==> src/rtl/rf_wb_arbiter.sv <==
// ---------------------------------------------------------------------------
// rf_wb_arbiter
//
// Purpose:
//   Arbitrates two register-file write-back requesters onto a single
//   register-file write port. Each requester owns a one-entry skid buffer
//   (full flag, address, data). Grants are computed from the buffer full
//   flags. The winning buffer is then registered onto the write port on the
//   next clock edge. Uncontended latency is two edges: accept, then write.
//
// Configuration:
//   RF_WB_ARB_ROUND_ROBIN_EN
//     Defined:   contention is resolved round-robin. The winner of a
//                contended cycle gets the lowest priority on the next
//                contended cycle.
//     Undefined: fixed priority. req0 always wins contention and no
//                pointer state exists.
//
// Parameters:
//   ADR_WIDTH   register address width
//   DATA_WIDTH  register data width
//
// Ports:
//   clk            clock, all state updates on posedge
//   rst_n          asynchronous active-low reset
//   flush_i        synchronous discard of all buffered, ungranted requests
//   reqN_valid_i   requester N write request
//   reqN_addr_i    requester N destination register
//   reqN_data_i    requester N write data
//   reqN_ready_o   requester N acceptance (combinational)
//   wen_o          register-file write enable
//   wa_o           register-file write address
//   write_data_o   register-file write data
//   grant_o        one-hot requester driving the current write (bit0 = req0)
// ---------------------------------------------------------------------------
module rf_wb_arbiter #(
    parameter int ADR_WIDTH  = 5,
    parameter int DATA_WIDTH = 16
) (
    input  logic                  clk,
    input  logic                  rst_n,
    input  logic                  flush_i,

    input  logic                  req0_valid_i,
    input  logic [ADR_WIDTH-1:0]  req0_addr_i,
    input  logic [DATA_WIDTH-1:0] req0_data_i,
    output logic                  req0_ready_o,

    input  logic                  req1_valid_i,
    input  logic [ADR_WIDTH-1:0]  req1_addr_i,
    input  logic [DATA_WIDTH-1:0] req1_data_i,
    output logic                  req1_ready_o,

    output logic                  wen_o,
    output logic [ADR_WIDTH-1:0]  wa_o,
    output logic [DATA_WIDTH-1:0] write_data_o,
    output logic [1:0]            grant_o
);

    // Buffer state
    logic                  full0_q, full0_d;
    logic                  full1_q, full1_d;
    logic [ADR_WIDTH-1:0]  addr0_q, addr0_d;
    logic [ADR_WIDTH-1:0]  addr1_q, addr1_d;
    logic [DATA_WIDTH-1:0] data0_q, data0_d;
    logic [DATA_WIDTH-1:0] data1_q, data1_d;

    // Write-port registers
    logic                  wen_q, wen_d;
    logic [1:0]            grant_q, grant_d;
    logic [ADR_WIDTH-1:0]  wa_q, wa_d;
    logic [DATA_WIDTH-1:0] wd_q, wd_d;

    // Current-cycle arbitration and handshake
    logic grant0, grant1;
    logic ready0, ready1;
    logic accept0, accept1;

`ifdef RF_WB_ARB_ROUND_ROBIN_EN
    // rr_q = 0: req0 wins the next contended cycle; rr_q = 1: req1 wins.
    logic rr_q, rr_d;
    logic contended;
`endif

    // -----------------------------------------------------------------------
    // Grant: pure function of the full flags (and pointer, if present)
    // -----------------------------------------------------------------------
    always_comb begin
        grant0 = 1'b0;
        grant1 = 1'b0;
`ifdef RF_WB_ARB_ROUND_ROBIN_EN
        contended = full0_q && full1_q;
`endif
        if (full0_q && full1_q) begin
`ifdef RF_WB_ARB_ROUND_ROBIN_EN
            if (rr_q) begin
                grant1 = 1'b1;
            end else begin
                grant0 = 1'b1;
            end
`else
            grant0 = 1'b1;
`endif
        end else if (full0_q) begin
            grant0 = 1'b1;
        end else if (full1_q) begin
            grant1 = 1'b1;
        end
    end

    // A buffer can take a new entry when empty, or when it is being drained
    // this very cycle (which gives the one-write-per-cycle streaming rate).
    // Reset is folded in only at the output so the flop next-state logic
    // never sees rst_n as a data input.
    assign ready0  = !flush_i && (!full0_q || grant0);
    assign ready1  = !flush_i && (!full1_q || grant1);
    assign accept0 = req0_valid_i && ready0;
    assign accept1 = req1_valid_i && ready1;

    assign req0_ready_o = ready0 && rst_n;
    assign req1_ready_o = ready1 && rst_n;

    // -----------------------------------------------------------------------
    // Next state
    // -----------------------------------------------------------------------
    always_comb begin
        full0_d = full0_q;
        full1_d = full1_q;
        addr0_d = addr0_q;
        addr1_d = addr1_q;
        data0_d = data0_q;
        data1_d = data1_q;
        wen_d   = 1'b0;
        grant_d = 2'b00;
        wa_d    = wa_q;
        wd_d    = wd_q;

        if (flush_i) begin
            // Discard everything buffered; any grant this cycle is void.
            full0_d = 1'b0;
            full1_d = 1'b0;
        end else begin
            // Drain first, then a same-edge refill overrides the clear.
            if (grant0) begin
                full0_d = 1'b0;
            end
            if (grant1) begin
                full1_d = 1'b0;
            end
            if (accept0) begin
                full0_d = 1'b1;
                addr0_d = req0_addr_i;
                data0_d = req0_data_i;
            end
            if (accept1) begin
                full1_d = 1'b1;
                addr1_d = req1_addr_i;
                data1_d = req1_data_i;
            end

            if (grant0) begin
                wen_d   = 1'b1;
                grant_d = 2'b01;
                wa_d    = addr0_q;
                wd_d    = data0_q;
            end else if (grant1) begin
                wen_d   = 1'b1;
                grant_d = 2'b10;
                wa_d    = addr1_q;
                wd_d    = data1_q;
            end
        end
    end

`ifdef RF_WB_ARB_ROUND_ROBIN_EN
    // Pointer only moves when both buffers competed and a write actually
    // issued; a flush leaves it untouched.
    always_comb begin
        rr_d = rr_q;
        if (contended && !flush_i) begin
            rr_d = grant0;
        end
    end

    always_ff @(posedge clk or negedge rst_n) begin
        if (!rst_n) begin
            rr_q <= 1'b0;
        end else begin
            rr_q <= rr_d;
        end
    end
`endif

    // -----------------------------------------------------------------------
    // Control and write-port registers
    // -----------------------------------------------------------------------
    always_ff @(posedge clk or negedge rst_n) begin
        if (!rst_n) begin
            full0_q <= 1'b0;
            full1_q <= 1'b0;
            wen_q   <= 1'b0;
            grant_q <= 2'b00;
            wa_q    <= '0;
            wd_q    <= '0;
        end else begin
            full0_q <= full0_d;
            full1_q <= full1_d;
            wen_q   <= wen_d;
            grant_q <= grant_d;
            wa_q    <= wa_d;
            wd_q    <= wd_d;
        end
    end

    // Buffer payload is only meaningful while its full flag is set, so it
    // carries no reset.
    always_ff @(posedge clk) begin
        addr0_q <= addr0_d;
        addr1_q <= addr1_d;
        data0_q <= data0_d;
        data1_q <= data1_d;
    end

    assign wen_o        = wen_q;
    assign grant_o      = grant_q;
    assign wa_o         = wa_q;
    assign write_data_o = wd_q;

endmodule
==> config.mk <==
export PLATFORM = sky130hd
export DESIGN_NAME = rf_wb_arbiter
export DESIGN_NICKNAME = d
export VERILOG_FILES = /design/src/rtl/rf_wb_arbiter.sv
export SDC_FILE = /design/constraint.sdc
export NUM_CORES = 1
export LEC_CHECK = 0
export CORE_ASPECT_RATIO = 1.5
export CORE_MARGIN = 2
export CORE_UTILIZATION = 45
export DETAILED_ROUTE_END_ITERATION = 6
export DONT_BUFFER_PORTS = 1
export PLACE_DENSITY = 0.68
export SYNTH_ARGS = -nofsm -noshare
export SYNTH_HDL_FRONTEND = slang
export SYNTH_SLANG_ARGS = --single-unit
==> constraint.sdc <==
create_clock -name clk -period 2.68 [get_ports clk]
set_input_delay 0.536 -clock clk [delete_from_list [all_inputs] [get_ports clk]]
set_output_delay 0.536 -clock clk [all_outputs]
set_load 0.005 [all_outputs]
-- Word-level counts from Yosys, hierarchy flattened
Index checks and enable logic that the tools add are counted.
- input bits: 47
- output and inout port bits: 26
- flip-flop bits (word level): 68
- bitwise operators: 1
- reductions and logical operators: 18
- multiplexer cells: 21
- operator list (kind ; number):
    16-bit 2-to-1 mux ; 2
    1-bit 2-to-1 mux ; 14
    5-bit 2-to-1 mux ; 2
    1-bit logical AND ; 7
    2-bit 2-to-1 mux ; 3
    2-bit AND reduction ; 3
    3-bit nonzero test ; 2
    1-bit logical NOT ; 3
    1-bit logical OR ; 2
    2-bit nonzero test ; 1
    1-bit NOT ; 1

-- Longest topological paths before layout
- word-level depth: 8
- depth in mapped cells: 5

-- Worst setup path before layout
Ideal clock, no wire load.
- kind: input to register
- start: input port req0_valid_i
- end: register addr0_q[0] (enable)
- path buffers: 0
- path slack: 0.765 ns
- library setup time: 0.401 ns
- arrival time: 1.514 ns
- cell stages on the path: 1
- data required time: 2.279 ns
- path through: nor2b_1
- word-level cells in the longest chain between the ends: 2
- ends and longest elaborated chain (element ; line ; text):
    start, declared ; 44 ; input logic req0_valid_i,
    1-bit logical AND ; 117 ; assign accept0 = req0_valid_i && ready0;
    2-bit AND reduction (no line) ; -- ;
    end signal, assigned ; 218 ; addr0_q <= addr0_d;
    end, declared ; 63 ; logic [ADR_WIDTH-1:0] addr0_q, addr0_d;
Every way passes these cells.
A chain may end at the register's enable or synchronous reset.

-- Worst setup path after layout
- start: register full0_q
- end: output port req1_ready_o
- word-level cells in the longest chain between the ends: 5
- ends and longest elaborated chain (element ; line ; text):
    start, declared ; 61 ; logic full0_q, full0_d;
    start signal, assigned ; 206 ; full0_q <= full0_d;
    1-bit 2-to-1 mux or 1-bit logical AND (tied branches) ; 104, 94 ;
    1-bit 2-to-1 mux (*) ; 94 ; if (full0_q && full1_q) begin
    1-bit logical OR (*) ; 116 ; assign ready1 = !flush_i && (!full1_q || grant1);
    1-bit logical AND (*) ; 116 ;
    1-bit logical AND (*) ; 121 ; assign req1_ready_o = ready1 && rst_n;
    end, declared ; 52 ; output logic req1_ready_o,
Every way passes the cells marked *; elsewhere a longest branch is shown, timed or not.

==> impl_metrics.tcl <==
set metrics [dict create \
    p_sw_mw 0.570 \
    clk_path_buf_depth 2 \
    cts_tree "done" \
    slew_viol_final 0 \
    core-area_um2 5450 \
    p_clk_share_pct 37.1 \
    swShare_pct 23.8 \
    critPathKind "reg2out" \
    grt_max_degree 27 \
    layout.nets 210 \
    hold_buffers 2 \
    fin_crit_sh_pct 71.9 \
    wl_per_cell_um 22.8 \
    syn2layout_area_growth_pct 11.1 \
    crit_arrival_ps 1390 \
    die_width_um 65.4 \
    h-tree-depth 3 \
    setup_violations 0 \
    overflow 0 \
    min_period_ps 1930 \
    p_leak_nw 1.00 \
    antenna_cells 0 \
    ys_ff_latch 68 \
    die_h_um 96.1 \
    synth_top_area_cell "edfxtp_1" \
    pwr-share-seq_pct 55.3 \
    p_int_mw 1.83 \
    cts_repair_resize_count 0 \
    fill_cells 459 \
    drt-pass1-iter-count 4 \
    rows 33 \
    drtAntennaViolNets 0 \
    clockRootBuffer "clkbuf_8" \
    grt_usage_pct 19.1 \
    tns_ps 0 \
    die_area_um2 6290 \
    clock_latency_ps 340 \
    power_density_nw_per_um2 847 \
    dp_slack_ps 815 \
    synthCells 157 \
    wirelength_mm 5.42 \
    holdCritPathClass "in2reg" \
    cts_setup_buffers 0 \
    maxSlewHeadroom_pct 38.4 \
    clock_skew_ps 4.59 \
    path_clk_slew_ps 70 \
    io_pins 73 \
    cp_max_fo 16 \
    synth.area.top_cells "edfxtp_1 50%, dfrtp_1 26%, o32ai_2 5.7%" \
    io_buffers 0 \
    rsz0062_at_grt "false" \
    crit_required_ps 2140 \
    endpoint_kind "primary output" \
    synth_seq_area_share_pct 75.1 \
    worst_pin_slew_ps 924 \
    drc_errors 0 \
    max_clock_freq_mhz 519 \
    grt_pass1_wl_mm 8.38 \
    setup_slack_ps 753 \
    grt_pass1_vias 1516 \
    ir_worst_vdd_uv 473 \
    gp_congestion 0.690 \
    routed_via_density 5.86 \
    dpl.hpwl_mm 3.51 \
    via_count 1395 \
    syn_avg_cell_area_um2 16.2 \
    drt-initial-drc-count 108 \
    start_util_pct 46.7 \
    synth_cell_type_count 19 \
    startpoint_type "flop" \
    outcome "finished clean" \
    numCtsBuffers 9 \
    hold_violations 0 \
    syn_nets 204 \
    synth_top_cell_area_share_pct 49.5 \
    p_comb_share_pct 7.6 \
    cts_num_sinks 68 \
    cap_violations 0 \
    synth_area_um2 2550 \
    drive_gt1_share_pct 20.2 \
    antenna_found_initial 0 \
    synth_warnings 0 \
]
[cell usage in the layout, fill, tap and decap left out, drive strengths merged]
cell,n
edfxtp,42
dfrtp,26
nor2,23
o22ai,21
o32ai,21
clkbuf,9
buf,5
clkinvlp,3
nor2b,3
inv,2
and2,2
bufinv,2
nand2b,2
clkinv,2
or2,1
nand2,1
and3,1
a21oi,1
dlygate4sd3,1
[routing by layer]
layer,vias to the layer above,track usage (%),share of wire (%),wire length (um)
met1,678,23.3,40,2140
met3,11,7.37,11,579
met2,79,28.4,48,2580
li1,627,-,-,-
met5,-,0,0,0
met4,0,11.6,2.1,115
[final timing paths]
| check | slack, ps | to | startpoint | depth (start not counted) |
|---|---|---|---|---|
| max in group asynchronous | 1870 | write_data_o[7]$_DFFE_PN0P_ | rst_n | 2 |
| worst min register to register | 500 | write_data_o[14]$_DFFE_PN0P_ | data0_q[14]$_DFFE_PP_ | 2 |
| min in group asynchronous | 660 | write_data_o[15]$_DFFE_PN0P_ | rst_n | 2 |
| worst max register to register | 790 | write_data_o[8]$_DFFE_PN0P_ | full0_q$_DFFE_PN0P_ | 3 |
| worst max-delay path | 750 | req1_ready_o | full0_q$_DFFE_PN0P_ | 2 |
| worst min-delay path | 250 | full1_q$_DFFE_PN0P_ | flush_i | 1 |
[critical path, stage by stage, from the launching register on]
cell and delay (ps):
dfrtp_1 710, nand2_1 150, and2_1 190
[registers in the layout, summed over array words and instances (netlist names)]
register      count
write_data_o     16
wen_o             1
data1_q          16
addr0_q           5
data0_q          16
full0_q           1
wa_o              5
full1_q           1
grant_o           2
addr1_q           5
[Yosys cell counts]
master	instances
o22ai_1	21
nor2b_1	3
o32ai_1	12
and3_1	1
clkbuf_1	1
nand2_1	1
edfxtp_1	42
a21oi_1	1
and2_1	2
nand2b_4	1
dfrtp_1	26
buf_6	3
buf_2	3
nand2b_1	1
inv_2	2
buf_4	4
nor2_1	23
or2_4	1
o32ai_2	9
[stage by stage]
step	area, um^2	power (mW)	hold WS, ps	instances	util (%)
6_report	2830	2.40	254	238	51.9
5_1_grt	2830	2.50	242	238	51.9
4_1_cts	2830	2.42	240	238	51.9
3_5_place_dp	2580	1.52	241	220	47.4
3_3_place_gp	2580	1.50	241	220	47.4
2_1_floorplan	2550	1.46	240	157	-
[power groups by stage]
stage               sequential (mW)  combinational [mW]  clock (mW)
global route                   1.34               0.201       0.959
finish                         1.32               0.181       0.890
global placement               1.34               0.156           0
floorplan                      1.31               0.148           0
detailed placement             1.35               0.170           0
CTS                            1.32               0.183       0.913
[area by class of cell]
| type | count | area, um^2 | share of cell area (%) |
|---|---|---|---|
| flip-flops and latches | 68 | 1910 | 67.6 |
| inverters | 2 | 7.51 | 0.265 |
| repair buffers | 6 | 60.1 | 2.12 |
| clock buffers | 9 | 124 | 4.38 |
| clock inverters | 7 | 91.3 | 3.23 |
| well taps | 70 | 87.6 | 3.10 |
| multi-input cells | 76 | 547 | 19.3 |
[logic make-up after synthesis]
| kind of cell | count (synthesis) | share of synthesized area (%) |
|---|---|---|
| AO/OA/AOI/OAI | 43 | 15.2 |
| buffers and inverters | 13 | 3.54 |
| flip-flops | 68 | 75.1 |
| AND/OR/NAND/NOR | 33 | 6.14 |
No activity file was read; power rests on OpenSTA's default activity.
